[config.mk]
export PLATFORM = sky130hd
export DESIGN_NAME = eeprom_page_ctrl
export DESIGN_NICKNAME = d
export VERILOG_FILES = /design/src/rtl/eeprom_page_ctrl.sv
export SDC_FILE = /design/constraint.sdc
export NUM_CORES = 2
export LEC_CHECK = 0
export CAP_MARGIN = 20
export CORE_MARGIN = 4
export CORE_UTILIZATION = 58
export CTS_CLUSTER_SIZE = 20
export DETAILED_ROUTE_END_ITERATION = 6
export MAX_ROUTING_LAYER = met4
export PLACE_DENSITY = 0.74
export SLEW_MARGIN = 20
export SYNTH_ARGS = -nofsm -noshare
export SYNTH_HDL_FRONTEND = slang
export SYNTH_SLANG_ARGS = --single-unit
export TNS_END_PERCENT = 100
[constraint.sdc]
create_clock -name i_clk -period 5.5 [get_ports i_clk]
set_input_delay 0.825 -clock i_clk [delete_from_list [all_inputs] [get_ports i_clk]]
set_output_delay 0.825 -clock i_clk [all_outputs]
set_load 0.01 [all_outputs]
[src/rtl/eeprom_page_ctrl.sv]
// rtl/eeprom_page_ctrl.sv - page-splitting EEPROM transaction controller in front of iic_driver
// Optional write-protect output o_eeprom_wp is built when EEPROM_WP_EN is defined.
module eeprom_page_ctrl #(
   parameter int         P_ADDR_WIDTH = 16,
   parameter int         P_PAGE_SIZE  = 32,
   parameter int         P_FIFO_DEPTH = 256,
   parameter int         P_TWR_CYCLES = 250000,
   parameter logic [3:0] P_DEV_TYPE   = 4'b1010
) (
   input  logic                    i_clk,
   input  logic                    i_rst,
   input  logic [2:0]              i_ctrl_eeprom_addr,
   input  logic [P_ADDR_WIDTH-1:0] i_ctrl_operation_addr,
   input  logic [7:0]              i_ctrl_operation_len,
   input  logic                    i_ctrl_operation_type,
   input  logic                    i_ctrl_operation_valid,
   output logic                    o_ctrl_operation_ready,
   input  logic [7:0]              i_ctrl_write_data,
   input  logic                    i_ctrl_write_valid,
   output logic                    o_ctrl_write_ready,
   output logic [7:0]              o_ctrl_read_data,
   output logic                    o_ctrl_read_valid,
   output logic                    o_ctrl_done,
`ifdef EEPROM_WP_EN
   output logic                    o_eeprom_wp,
`endif
   output logic [6:0]              o_driver_addr,
   output logic [P_ADDR_WIDTH-1:0] o_operation_addr,
   output logic [7:0]              o_operation_len,
   output logic                    o_operation_type,
   output logic                    o_operation_valid,
   input  logic                    i_operation_ready,
   output logic [7:0]              o_write_data,
   input  logic                    i_write_req,
   input  logic [7:0]              i_read_data,
   input  logic                    i_read_valid
);

   localparam int FIFO_AW = $clog2(P_FIFO_DEPTH);
   localparam int PAGE_AW = $clog2(P_PAGE_SIZE);
   localparam int TWR_W   = $clog2(P_TWR_CYCLES + 1);

   typedef enum logic [2:0] {
      S_IDLE,
      S_CALC,
      S_WAIT_DATA,
      S_ISSUE,
      S_XFER,
      S_TWR,
      S_NEXT,
      S_DONE
   } state_t;

   state_t state, state_nxt;

   logic                    op_type;
   logic [P_ADDR_WIDTH-1:0] cur_addr;
   logic [7:0]              remaining;
   logic [7:0]              chunk;
   logic [6:0]              driver_addr;
   logic                    seen_busy;
   logic [TWR_W-1:0]        twr_cnt;

   logic [7:0]              fifo_mem [P_FIFO_DEPTH];
   logic [FIFO_AW-1:0]      wr_ptr;
   logic [FIFO_AW-1:0]      rd_ptr;
   logic [FIFO_AW:0]        fifo_count;
   logic                    fifo_full;
   logic                    push;
   logic                    pop;

   logic [8:0]              page_room;
   logic [7:0]              write_chunk;
   logic                    accept;

   // ---------------- write FIFO ----------------
   assign fifo_full = (fifo_count == (FIFO_AW + 1)'(P_FIFO_DEPTH));
   assign push      = i_ctrl_write_valid & ~fifo_full;
   assign pop       = i_write_req & (fifo_count != '0);

   always_ff @(posedge i_clk) begin
      if (push) begin
         fifo_mem[wr_ptr] <= i_ctrl_write_data;
      end
   end

   always_ff @(posedge i_clk) begin
      if (i_rst) begin
         wr_ptr       <= '0;
         rd_ptr       <= '0;
         fifo_count   <= '0;
         o_write_data <= 8'h00;
      end else begin
         if (push) begin
            wr_ptr <= wr_ptr + 1'b1;
         end
         if (pop) begin
            rd_ptr       <= rd_ptr + 1'b1;
            o_write_data <= fifo_mem[rd_ptr];
         end
         case ({push, pop})
            2'b10:   fifo_count <= fifo_count + 1'b1;
            2'b01:   fifo_count <= fifo_count - 1'b1;
            default: fifo_count <= fifo_count;
         endcase
      end
   end

   // ---------------- read return path ----------------
   always_ff @(posedge i_clk) begin
      if (i_rst) begin
         o_ctrl_read_data  <= 8'h00;
         o_ctrl_read_valid <= 1'b0;
      end else begin
         o_ctrl_read_data  <= i_read_data;
         o_ctrl_read_valid <= i_read_valid;
      end
   end

   // Bytes left before the end of the current page; a write burst must not wrap inside a page.
   assign page_room   = 9'(P_PAGE_SIZE) - 9'(cur_addr[PAGE_AW-1:0]);
   assign write_chunk = ({1'b0, remaining} < page_room) ? remaining : page_room[7:0];
   assign accept      = (state == S_IDLE) & i_ctrl_operation_valid;

   // ---------------- FSM ----------------
   always_ff @(posedge i_clk) begin
      if (i_rst) begin
         state <= S_IDLE;
      end else begin
         state <= state_nxt;
      end
   end

   always_comb begin
      state_nxt              = state;
      o_ctrl_operation_ready = 1'b0;
      o_operation_valid      = 1'b0;
      o_ctrl_done            = 1'b0;
      case (state)
         S_IDLE: begin
            o_ctrl_operation_ready = 1'b1;
            if (i_ctrl_operation_valid) begin
               state_nxt = S_CALC;
            end
         end
         S_CALC: begin
            if (remaining == 8'd0) begin
               state_nxt = S_DONE;
            end else if (op_type) begin
               state_nxt = S_ISSUE;
            end else begin
               state_nxt = S_WAIT_DATA;
            end
         end
         S_WAIT_DATA: begin
            if (int'(fifo_count) >= int'(chunk)) begin
               state_nxt = S_ISSUE;
            end
         end
         S_ISSUE: begin
            o_operation_valid = 1'b1;
            if (i_operation_ready) begin
               state_nxt = S_XFER;
            end
         end
         S_XFER: begin
            // Burst ends when the driver has gone busy and become idle again.
            if (seen_busy && i_operation_ready) begin
               state_nxt = op_type ? S_NEXT : S_TWR;
            end
         end
         S_TWR: begin
            if (twr_cnt == TWR_W'(P_TWR_CYCLES - 1)) begin
               state_nxt = S_NEXT;
            end
         end
         S_NEXT: begin
            state_nxt = S_CALC;
         end
         S_DONE: begin
            o_ctrl_done = 1'b1;
            state_nxt   = S_IDLE;
         end
         default: begin
            state_nxt = S_IDLE;
         end
      endcase
   end

   // ---------------- request datapath ----------------
   always_ff @(posedge i_clk) begin
      if (i_rst) begin
         op_type     <= 1'b0;
         cur_addr    <= '0;
         remaining   <= 8'd0;
         chunk       <= 8'd0;
         driver_addr <= 7'd0;
         seen_busy   <= 1'b0;
         twr_cnt     <= '0;
      end else begin
         case (state)
            S_IDLE: begin
               if (accept) begin
                  op_type     <= i_ctrl_operation_type;
                  cur_addr    <= i_ctrl_operation_addr;
                  remaining   <= i_ctrl_operation_len;
                  driver_addr <= {P_DEV_TYPE, i_ctrl_eeprom_addr};
               end
            end
            S_CALC: begin
               chunk <= op_type ? remaining : write_chunk;
            end
            S_ISSUE: begin
               seen_busy <= 1'b0;
            end
            S_XFER: begin
               twr_cnt <= '0;
               if (!i_operation_ready) begin
                  seen_busy <= 1'b1;
               end
            end
            S_TWR: begin
               twr_cnt <= twr_cnt + 1'b1;
            end
            S_NEXT: begin
               cur_addr  <= cur_addr + P_ADDR_WIDTH'(chunk);
               remaining <= remaining - chunk;
            end
            default: begin
            end
         endcase
      end
   end

   assign o_ctrl_write_ready = ~fifo_full;
   assign o_driver_addr      = driver_addr;
   assign o_operation_addr   = cur_addr;
   assign o_operation_len    = chunk;
   assign o_operation_type   = op_type;

`ifdef EEPROM_WP_EN
   // Protection is lifted only while a write request is in flight.
   assign o_eeprom_wp = ~((state != S_IDLE) & ~op_type);
`endif

endmodule

==> key figures <==
Status
  • Status: finished, final reports clean

Power and ir drop
  • Combinational share of power: 0.186
  • Pwr dens: 414.2 nW/um^2
  • LEAKAGE: 29.09 nW
  • Internal power: 0.02899 W
  • Sequential fraction of design power: 0.469
  • Net Sw Frac: 0.2615
  • Sw Pwr: 0.01026 W
  • Clock share of power: 0.344
  • VDD IR-drop max: 0.3774 mV

Die
  • Core Box Area: 145900 um^2
  • Die footprint: 153200 um^2
  • Die Y: 391.5 um
  • # IOs: 104
  • Die width: 391.5 um
  • Row count: 140
  • Initial Utilization: 0.5845

Place
  • I/O Buffers: 101
  • Routability cong.: 0.9310
  • Post-DP HPWL: 131100 um

Drt
  • Vias: 45530
  • 1st-pass router iterations: 6
  • Initial DRC Count: 6443
  • Routed WL: 218600 um
  • Routed len/inst: 32.50 um
  • Via density per instance: 6.770
  • DRC Markers: 0
  • Antenna-violating nets left: 0

Layout
  • Layout cell share with drive strength beyond 1: 0.1870
  • Final #Nets: 4721
  • Final Util: 0.6494
  • Synthesis-to-layout area growth: 11.10%

Global routing
  • Met1 global-route usage: 0.4164
  • Antenna violations before repair: 4
  • GRT Util Overall: 0.2973
  • Most Crowded Layer GR: met2
  • Vias in the first global route: 44480
  • Largest net degree at the start of global routing: 181
  • Met2 Use GR: 0.4360
  • Met3 Usage GRT: 0.06872
  • First-pass GRT wire length: 317600 um
  • Remaining Overflow, GRT: 0

Clock network
  • TritonCTS clock tree: done
  • TritonCTS Buffers: 207
  • Clock transition at path regs: 0.06 ns
  • Clk root buf: clkbuf_16
  • H-tree levels: 4
  • Longest Clk Path Bufs: 3
  • Worst-Skew Late Latency: 0.83 ns
  • Post-cts resize count: 0
  • Post-CTS Repair Setup Buffers: 0
  • # clock sinks: 2149
  • CTS Hold Bufs: 0

Logic synthesis
  • Register area share after synthesis: 0.7448
  • EDFF count, synth: 2048
  • Mapped Area: 85280 um^2
  • Post-Synthesis Cells: 4470
  • FF+latch count, synth: 2149
  • Syn Area/Cell: 19.08 um^2
  • Warnings from Yosys: 0
  • Ys flop type: edfxtp_1
  • Number of library cell types mapped by synthesis: 74
  • Synth async-reset ratio: 0

Worst setup path
  • CP peak stage delay: 0.83 ns
  • CP Max Fanout: 38
  • Worst endpoint data arrival time: 5.19 ns
  • Cell Chain, Critical Path: buf_4, nand2_1, nor2_1, a221oi_1, o211ai_1, nor2_1, a211oi_1, a22o_1, o311ai_1
  • CP Capture Type: flip-flop
  • Crit-path most repeated cell: nor2_1
  • WP data required: 6.20 ns
  • Crit-path slowest cell: dfxtp_4
  • Type of origin of the critical path: flip-flop
  • WS Path Type: flip-flop to flip-flop

STA
  • Unrepaired setup endpoints after global routing: no
  • Final cycle utilization of the critical path: 0.8161
  • Max Slew Vio Count: 0
  • Post-route setup TNS: 0 ns
  • # setup viols final: 0
  • Min Clock Period, post-route: 4.488 ns
  • Worst slew pin tran: 1.206 ns
  • Hold Fails Final Rpt: 0
  • Worst Clk Skew: 0.04997 ns
  • Slew HR: 0.1929
  • Max Freq: 0.2228 GHz

Flow run
  • Max Cap Viol: 0

Worst hold path
  • HP Class: flip-flop to flip-flop
==> power by group through the flow <==
stage | clock (W) | sequential (W) | combinational (W)
CTS | 0.0136 | 0.0184 | 0.00733
detailed placement | 0 | 0.0188 | 0.00728
floorplan | 0 | 0.0186 | 0.00536
finish | 0.0135 | 0.0184 | 0.00732
global placement | 0 | 0.0188 | 0.00722
global route | 0.0143 | 0.0184 | 0.00777
==> sequential cells by signal (all words and copies together) (netlist names), 3 cells and up <==
register,cells
fifo_mem,2048
twr_cnt,18
o_operation_addr,16
fifo_count,9
o_ctrl_read_data,8
o_operation_len,8
o_write_data,8
rd_ptr,8
remaining,8
wr_ptr,8
o_driver_addr,4
state,3
==> per-stage QoR <==
stage	cell area, um^2	worst slack [ns]	instances	hold slack, ns	power [W]
4_1_cts	94720	1.197	6714	0.4593	0.03935
3_5_place_dp	88320	0.9606	6332	0.4498	0.02604
2_1_floorplan	85290	1.972	4471	0.4464	0.02394
3_3_place_gp	88310	0.9743	6332	0.4457	0.02598
6_report	94750	1.012	6725	0.4575	0.03925
5_1_grt	94730	1.021	6717	0.4719	0.04055
==> routing by layer <==
layer | routed length [um] | vias up
met5 | 0 | -
met4 | 8838 | 0
met3 | 25710 | 518
met2 | 102100 | 3076
met1 | 81920 | 23410
li1 | - | 18530
==> final timing paths <==
check | depth (start not counted) | end | from | slack, ns
max | 9 | o_write_data[0] | rd_ptr[2] | 1.01
min | 2 | o_driver_addr[2] | o_driver_addr[2] | 0.46
max reg2reg | 9 | o_write_data[0] | rd_ptr[2] | 1.01
min reg2reg | 2 | o_driver_addr[2] | o_driver_addr[2] | 0.46
==> critical path: cells and delay by family, from the launching register on <==
kind | cells | cell delay [ns]
AND/OR/NAND/NOR | 3 | 1.33
buffers and inverters | 1 | 0.58
AO/OA/AOI/OAI | 5 | 1.61
flip-flops | 1 | 0.83
==> synth_stat cells (20+ instances only) <==
cell type,n,area share
a211oi_1,33,0.0029
a21oi_1,116,0.0068
a221oi_1,25,0.0026
a22oi_1,43,0.0038
a311oi_1,21,0.0022
buf_1,20,0.00088
buf_2,58,0.0034
buf_4,36,0.0032
buf_6,26,0.0034
clkbuf_1,111,0.0049
dfxtp_1,101,0.024
edfxtp_1,2048,0.72
ha_1,43,0.0063
inv_1,32,0.0014
mux2i_1,165,0.019
mux4_2,463,0.12
nand2_1,211,0.0093
nand3_1,52,0.0031
nor2_1,387,0.017
nor2b_1,30,0.0022
nor3_1,41,0.0024
o21ai_0,70,0.0041
o22ai_1,32,0.0023
xnor2_1,23,0.0024
==> final cells by class <==
class                           instances  area (um^2)
Clock inverter                        119        895.9
Antenna cell                           11        27.53
Tap cell                             1917         2399
Inverter                               35        135.1
Multi-Input combinational cell       2027        20200
Sequential cell                      2149        63540
Clock buffer                          263         5503
Fill cell                            9394        51160
Timing Repair Buffer                  204         2049
==> kinds of logic after synthesis <==
| family | after synthesis | share of synthesized area |
|---|---|---|
| AO/OA/AOI/OAI | 475 | 0.03751 |
| XOR/XNOR | 38 | 0.003902 |
| adder cells (fa/ha/maj) | 46 | 0.007013 |
| buffers and inverters | 295 | 0.01893 |
| flip-flops | 2149 | 0.7448 |
| multiplexers | 650 | 0.1465 |
| other | 1 | 0.00004397 |
| AND/OR/NAND/NOR | 816 | 0.04131 |
==> cells in the final DEF (no fill, tap or decap), types with 14 or more instances in the layout <==
| cell | n |
|---|---|
| a221oi_1 | 25 |
| nand3_1 | 51 |
| inv_1 | 31 |
| a21o_1 | 18 |
| xor2_1 | 15 |
| a22oi_1 | 43 |
| nor2_1 | 384 |
| buf_4 | 85 |
| or3_1 | 16 |
| clkdlybuf4s50_1 | 92 |
| clkbuf_8 | 15 |
| nor3_1 | 40 |
| nor4_1 | 14 |
| a211oi_1 | 33 |
| o221ai_1 | 16 |
| clkinv_1 | 56 |
| ha_1 | 43 |
| mux2i_1 | 165 |
| clkbuf_1 | 47 |
| o22ai_1 | 32 |
| a21oi_1 | 116 |
| edfxtp_1 | 2048 |
| mux4_2 | 463 |
| dfxtp_1 | 94 |
| a311oi_1 | 21 |
| a31oi_1 | 18 |
| buf_12 | 19 |
| nand4_1 | 19 |
| o21ai_0 | 70 |
| nand2_1 | 209 |
| nor2b_1 | 27 |
| clkbuf_16 | 209 |
| clkinv_2 | 35 |
| xnor2_1 | 23 |
No activity file was read; power rests on OpenSTA's default activity.
